File: config.mk
export PLATFORM = sky130hd
export DESIGN_NAME = sm_color_detect
export DESIGN_NICKNAME = d
export VERILOG_FILES = /design/src/rtl/sm_color_pkg.sv /design/src/rtl/sm_edge_sync.sv /design/src/rtl/sm_color_detect.sv
export SDC_FILE = /design/constraint.sdc
export NUM_CORES = 1
export LEC_CHECK = 0
export CAP_MARGIN = 15
export CORE_ASPECT_RATIO = 0.5
export CORE_UTILIZATION = 50
export DETAILED_ROUTE_END_ITERATION = 10
export PLACE_DENSITY = 0.66
export SLEW_MARGIN = 5
export SYNTH_ARGS = -nofsm -noshare
export SYNTH_HDL_FRONTEND = slang
export SYNTH_HIERARCHICAL = 1
export SYNTH_SLANG_ARGS = --single-unit
export TNS_END_PERCENT = 100
File: constraint.sdc
create_clock -name clk_50 -period 4.55 [get_ports clk_50]
set_clock_uncertainty 0.2 [all_clocks]
set_input_delay 0.6825 -clock clk_50 [delete_from_list [all_inputs] [get_ports clk_50]]
set_output_delay 0.6825 -clock clk_50 [all_outputs]
set_load 0.02 [all_outputs]
File: src/rtl/sm_color_pkg.sv
// Shared types and constants for the colour-detect front end of the LED path.
package sm_color_pkg;

    localparam int unsigned CNT_W = 16;

    typedef enum logic [2:0] {
        IDLE,
        SET_R,
        CNT_R,
        SET_G,
        CNT_G,
        SET_B,
        CNT_B,
        DECIDE
    } state_e;

    typedef enum logic [1:0] {
        NONE,
        RED,
        GREEN,
        BLUE
    } colour_e;

    // Filter select codes as {s2, s3}; the clear filter (10) is never used.
    localparam logic [1:0] FILT_R = 2'b00;
    localparam logic [1:0] FILT_G = 2'b11;
    localparam logic [1:0] FILT_B = 2'b01;

    function automatic logic [CNT_W-1:0] sat_inc(input logic [CNT_W-1:0] v);
        return (v == '1) ? v : v + CNT_W'(1);
    endfunction

endpackage

File: src/rtl/sm_edge_sync.sv
// Two-flop synchronizer followed by a single-cycle rising-edge pulse.
module sm_edge_sync (
    input  logic clk_i,
    input  logic rst_ni,
    input  logic async_i,
    output logic rise_o
);

    logic meta_q;
    logic sync_q;
    logic prev_q;

    always_ff @(posedge clk_i or negedge rst_ni) begin
        if (!rst_ni) begin
            meta_q <= 1'b0;
            sync_q <= 1'b0;
            prev_q <= 1'b0;
        end else begin
            meta_q <= async_i;
            sync_q <= meta_q;
            prev_q <= sync_q;
        end
    end

    assign rise_o = sync_q & ~prev_q;

endmodule

File: src/rtl/sm_color_detect.sv
// Scans the R/G/B sensor filters, counts sensor edges per window and pulses
// the dominant colour once it has won CONFIRM consecutive rounds.
module sm_color_detect
    import sm_color_pkg::*;
#(
    parameter int unsigned WINDOW_CYCLES = 500000,
    parameter int unsigned SETTLE_CYCLES = 5000,
    parameter int unsigned THRESHOLD     = 40,
    parameter int unsigned CONFIRM       = 2
) (
    input  logic clk_50,
    input  logic rst_n,
    input  logic en,
    input  logic sensor_out,
    output logic s2,
    output logic s3,
    output logic red,
    output logic green,
    output logic blue,
    output logic busy
);

    localparam logic [31:0]      SET_LAST  = 32'(SETTLE_CYCLES - 1);
    localparam logic [31:0]      WIN_LAST  = 32'(WINDOW_CYCLES - 1);
    localparam logic [CNT_W-1:0] THR       = CNT_W'(THRESHOLD);
    localparam logic [7:0]       CONFIRM_C = 8'(CONFIRM);

    state_e           state_q, state_d;
    logic [31:0]      timer_q, timer_d;
    logic [1:0]       filt_q, filt_d;
    logic [CNT_W-1:0] cnt_r_q, cnt_r_d;
    logic [CNT_W-1:0] cnt_g_q, cnt_g_d;
    logic [CNT_W-1:0] cnt_b_q, cnt_b_d;
    colour_e          prev_q, prev_d;
    logic [7:0]       conf_q, conf_d;
    logic [2:0]       pulse_q, pulse_d;

    logic        rise;
    logic [31:0] phase_last;
    logic        phase_done;
    colour_e     winner;

    sm_edge_sync u_sync (
        .clk_i  (clk_50),
        .rst_ni (rst_n),
        .async_i(sensor_out),
        .rise_o (rise)
    );

    function automatic colour_e pick_winner(input logic [CNT_W-1:0] r,
                                            input logic [CNT_W-1:0] g,
                                            input logic [CNT_W-1:0] b);
        if (r >= THR && r > g && r > b) return RED;
        if (g >= THR && g > r && g > b) return GREEN;
        if (b >= THR && b > r && b > g) return BLUE;
        return NONE;
    endfunction

    assign winner = pick_winner(cnt_r_q, cnt_g_q, cnt_b_q);

    always_comb begin
        phase_last = '0;
        case (state_q)
            SET_R, SET_G, SET_B: phase_last = SET_LAST;
            CNT_R, CNT_G, CNT_B: phase_last = WIN_LAST;
            default:             phase_last = '0;
        endcase
    end

    assign phase_done = (timer_q == phase_last);

    always_comb begin
        state_d = state_q;
        timer_d = timer_q + 32'd1;
        filt_d  = filt_q;
        cnt_r_d = cnt_r_q;
        cnt_g_d = cnt_g_q;
        cnt_b_d = cnt_b_q;
        prev_d  = prev_q;
        conf_d  = conf_q;
        pulse_d = '0;

        case (state_q)
            IDLE: begin
                timer_d = '0;
                if (en) state_d = SET_R;
            end
            SET_R: if (phase_done) state_d = CNT_R;
            CNT_R: begin
                if (rise) cnt_r_d = sat_inc(cnt_r_q);
                if (phase_done) state_d = SET_G;
            end
            SET_G: if (phase_done) state_d = CNT_G;
            CNT_G: begin
                if (rise) cnt_g_d = sat_inc(cnt_g_q);
                if (phase_done) state_d = SET_B;
            end
            SET_B: if (phase_done) state_d = CNT_B;
            CNT_B: begin
                if (rise) cnt_b_d = sat_inc(cnt_b_q);
                if (phase_done) state_d = DECIDE;
            end
            DECIDE: begin
                state_d = SET_R;
                prev_d  = winner;
                if (winner != NONE && winner == prev_q)
                    conf_d = (conf_q == 8'hFF) ? conf_q : conf_q + 8'd1;
                else
                    conf_d = (winner == NONE) ? 8'd0 : 8'd1;
                if (winner != NONE && conf_d == CONFIRM_C)
                    pulse_d = {winner == RED, winner == GREEN, winner == BLUE};
            end
            default: state_d = IDLE;
        endcase

        // Phase entry actions: restart the timer, drive the filter, clear the count.
        if (state_d != state_q) begin
            timer_d = '0;
            case (state_d)
                SET_R:   filt_d  = FILT_R;
                SET_G:   filt_d  = FILT_G;
                SET_B:   filt_d  = FILT_B;
                CNT_R:   cnt_r_d = '0;
                CNT_G:   cnt_g_d = '0;
                CNT_B:   cnt_b_d = '0;
                default: ;
            endcase
        end

        if (state_q != IDLE && !en) begin
            state_d = IDLE;
            timer_d = '0;
            cnt_r_d = '0;
            cnt_g_d = '0;
            cnt_b_d = '0;
            prev_d  = NONE;
            conf_d  = '0;
            pulse_d = '0;
        end
    end

    always_ff @(posedge clk_50 or negedge rst_n) begin
        if (!rst_n) begin
            state_q <= IDLE;
            timer_q <= '0;
            filt_q  <= FILT_R;
            cnt_r_q <= '0;
            cnt_g_q <= '0;
            cnt_b_q <= '0;
            prev_q  <= NONE;
            conf_q  <= '0;
            pulse_q <= '0;
        end else begin
            state_q <= state_d;
            timer_q <= timer_d;
            filt_q  <= filt_d;
            cnt_r_q <= cnt_r_d;
            cnt_g_q <= cnt_g_d;
            cnt_b_q <= cnt_b_d;
            prev_q  <= prev_d;
            conf_q  <= conf_d;
            pulse_q <= pulse_d;
        end
    end

    assign s2    = filt_q[1];
    assign s3    = filt_q[0];
    assign red   = pulse_q[2];
    assign green = pulse_q[1];
    assign blue  = pulse_q[0];
    assign busy  = (state_q != IDLE);

endmodule
==> results.md <==
- Status: complete, no violations
- Worst-path fanout max: 17
- Yosys top cell by area: dfrtp_1
- Rel. slew slack: between 30% and 40%
- Cell Area, Synth: 6520 µm²
- Area Overhead vs Synth: 7.88%
- Ranking of synthesized cells by area: dfrtp_1, ha_1, nor2_1, xnor2_1, xor2_1
- Yosys synthesis warning count: 6
- Clock Latency Late Sink: between 300 and 400 ps
- Diode count: 0
- Initial DRC Count: 323
- TritonCTS clock tree: built
- Die area: between 10000 and 15000 µm²
- Grt total ovfl: 0
- Vias after detailed routing: ~5300
- EDFF count, synth: 0
- P_sw: between 0.0006 and 0.0007 W
- Setup crit end kind: flip-flop
- Netlist cell types: 60
- PortBufs: 9
- Setup bufs post-CTS: 0
- HPWL after DPL: 10800 µm
- Reg2reg path depth: 7
- Hold Crit Endpoint: u_sync/sync_q
- Post-cts sizing count: 0
- Max_cap viols: 0
- Synth top area share: 38.7%
- Data arrival time of the critical path: 3470 ps
- Avg Cell Area, Syn: 8.84 µm²
- HP Class: reg2reg
- Sw Ratio: around 32%
- Fmax: ~0.29 GHz
- Post-synth top cells: nor2_1, dfrtp_1, nand2_1
- Share of cells above drive strength 1: 4.42%
- Vias in the first global route: 4896
- Slew Viols, Final: 0
- Syn Inst Count: 738
- FF-to-FF Start: state_q[2]
- Total CTS buffers: 9
- Peak VDD IR: 193 µV
- Clock power frac: 36.6%
- Placer Congestion: between 0.8 and 0.9
- Critical path class: reg2reg
- Bufs on Longest Clock Path: 2
- Largest net degree at the start of global routing: 57
- Crit path cell chain: nand2_4 > a2111o_1 > a211oi_1 > o2111ai_1 > or3_1 > a21oi_2 > nor3_1
- Seq cells post-synth: 101
- # hold bufs at CTS: 0
- Leakage: 3.05 nW
- Seq/Total Area, Yosys: 38.7%
- Via/cell ratio: roughly 5.8
- Worst Hold Slack: 154 ps
- Num ports: 10
- CP bufs+invs: 0
- RSZ-0062 raised after global routing: no
- DRT antenna net count: 0
- Tmin final: between 3000 and 4000 ps
- First-pass GRT wire length: between 20000 and 25000 µm
- R2r setup slk: 1080 ps
- Worst hold start: u_sync/meta_q
- Clock sink count: 101
- Logic pwr share: 17.8%
- Clock-pin slew on the worst setup and hold paths: roughly 80 ps
- Ys flop type: dfrtp_1
- H-tree depth: 3
- Slowest CP cell: dfrtp_1
- Drt first pass iters: 5
- Die height: 82.8 µm
- Power Dens Cells: 299 nW/µm²
- Die Width: about 160 µm
- Root Driver: clkbuf_16
- Final Hold Fails: 0
- # rows: 29
- Syn_nets: ~800
- Antenna violations before repair: 0
- Register share of total power: 45.6%
- WP data required: 4550 ps
- Drt drc: 0
- Core outline area: 12700 µm²
- Synth async-reset ratio: 100%
- Total GRT Usage: 23.2%
- Delay-heaviest family, CP: compound AO/OA/AOI/OAI gates
- Setup TNS: 0 ps
- Hold depth: 0
- Routed len/inst: 16.0 µm
- RR Endpoint: cnt_r_q[13]
- Startpoint types: flip-flop
- Nets: 801
- Cell internal pwr: 0.00143 W
- Tightest Pin Transition: 991 ps
- Total Wirelength: 14600 µm
- Starting Density: 51.4%
- Final Cycle Share: 76.2%
- Setup violators final: 0
- Most frequent cell after synthesis: nor2_1
- Max incr delay on CP: 670 ps
how the worst max path moves through the flow:
stage                           start     endpoint  slack [ps]  cells after the start
after floorplan           cnt_r_q[12]    conf_q[3]        1640                     12
after global placement     state_q[2]  cnt_r_q[13]        1160                      7
after detailed placement   state_q[2]  cnt_r_q[13]        1080                      7
after CTS                  state_q[2]  cnt_r_q[13]        1090                      7
after global routing       state_q[2]  cnt_r_q[13]         760                      7
final                      state_q[2]  cnt_r_q[13]        1080                      7
per-layer routing:
| layer | vias to the layer above | global-route usage, % | part of all wire (%) |
|---|---|---|---|
| li1 | 2644 | - | - |
| met1 | 2526 | 32.7 | 51 |
| met2 | 83 | 36.8 | 45 |
| met3 | 15 | 4.52 | 3.1 |
| met4 | 0 | 5.93 | 1.4 |
| met5 | - | 0 | 0 |
per-stage QoR:
stage / instance area [µm²] / utilization [%] / setup WS [ps] / total power, W / instances
6_report: 7040 / 55.4 / 1080 / 0.00211 / 916
5_1_grt: 7040 / 55.4 / 765 / 0.00221 / 916
4_1_cts: 7040 / 55.4 / 1090 / 0.00212 / 916
3_5_place_dp: 6740 / 53.1 / 1080 / 0.00135 / 900
3_3_place_gp: 6740 / 53.1 / 1160 / 0.00135 / 900
2_1_floorplan: 6520 / - / 1640 / 0.00125 / 738
layout by cell type (no fill, tap or decap), types with 3 or more instances in the layout:
| cell | Yosys | final |
|---|---|---|
| nor2_1 | 107 | 107 |
| or4_1 | 4 | 4 |
| and2_1 | 4 | 4 |
| clkdlybuf4s50_1 | 0 | 8 |
| nand3b_1 | 3 | 3 |
| nor3_1 | 15 | 15 |
| a2111o_1 | 3 | 3 |
| a31oi_1 | 3 | 3 |
| and4_1 | 7 | 7 |
| nor2b_1 | 7 | 7 |
| and3_1 | 16 | 16 |
| clkbuf_16 | 0 | 9 |
| a311oi_1 | 5 | 5 |
| buf_4 | 5 | 4 |
| a21o_1 | 7 | 7 |
| a21oi_1 | 47 | 47 |
| inv_1 | 46 | 46 |
| nand2_1 | 60 | 60 |
| or3_1 | 12 | 12 |
| nand4_1 | 30 | 30 |
| o21ai_0 | 20 | 20 |
| xnor2_1 | 31 | 31 |
| dfrtp_1 | 101 | 101 |
| nor4_1 | 16 | 16 |
| ha_1 | 56 | 56 |
| a211oi_1 | 12 | 12 |
| xor2_1 | 28 | 28 |
| nand3_1 | 37 | 37 |
| mux2i_1 | 3 | 3 |
final cells by class:
type / instances / area (µm²)
Tap cell: 170 / 213
Timing Repair Buffer: 12 / 110
Clock buffer: 10 / 229
Inverter: 46 / 173
Sequential cell: 101 / 2530
Fill cell: 1167 / 5660
Clock inverter: 6 / 65.1
Multi-Input combinational cell: 571 / 3720
registers in the layout, summed over array words and instances (netlist names):
signal	cells
pulse_q	3
state_q	3
cnt_g_q	16
cnt_b_q	16
cnt_r_q	16
timer_q	32
u_sync/sync_q	1
conf_q	8
u_sync/prev_q	1
u_sync/meta_q	1
prev_q	2
filt_q	2
power by group through the flow:
stage / sequential [W] / clock [W] / combinational [W]
after CTS: 0.000959 / 0.000786 / 0.000377
after global routing: 0.000966 / 0.000818 / 0.000423
after global placement: 0.000976 / 0 / 0.000371
final: 0.000960 / 0.000770 / 0.000376
after floorplan: 0.000963 / 0 / 0.000286
after detailed placement: 0.000976 / 0 / 0.000377
kinds of logic after synthesis:
kind of cell / count (synthesis) / synth area share [%]
xor+xnor: 59 / 7.92
compound gates: 122 / 12.6
simple gates: 331 / 25.3
flops: 101 / 38.7
buf+inv: 66 / 4.22
mux: 3 / 0.460
fa+ha+maj: 56 / 10.7
worst register-to-register path: cells and delay by family (launching register included):
family / cells / cell delay [ps]
and+or+nand+nor: 3 / 740
AOI/OAI and AO/OA: 4 / 1710
DFF: 1 / 670
(Power assumes the default switching activity.)
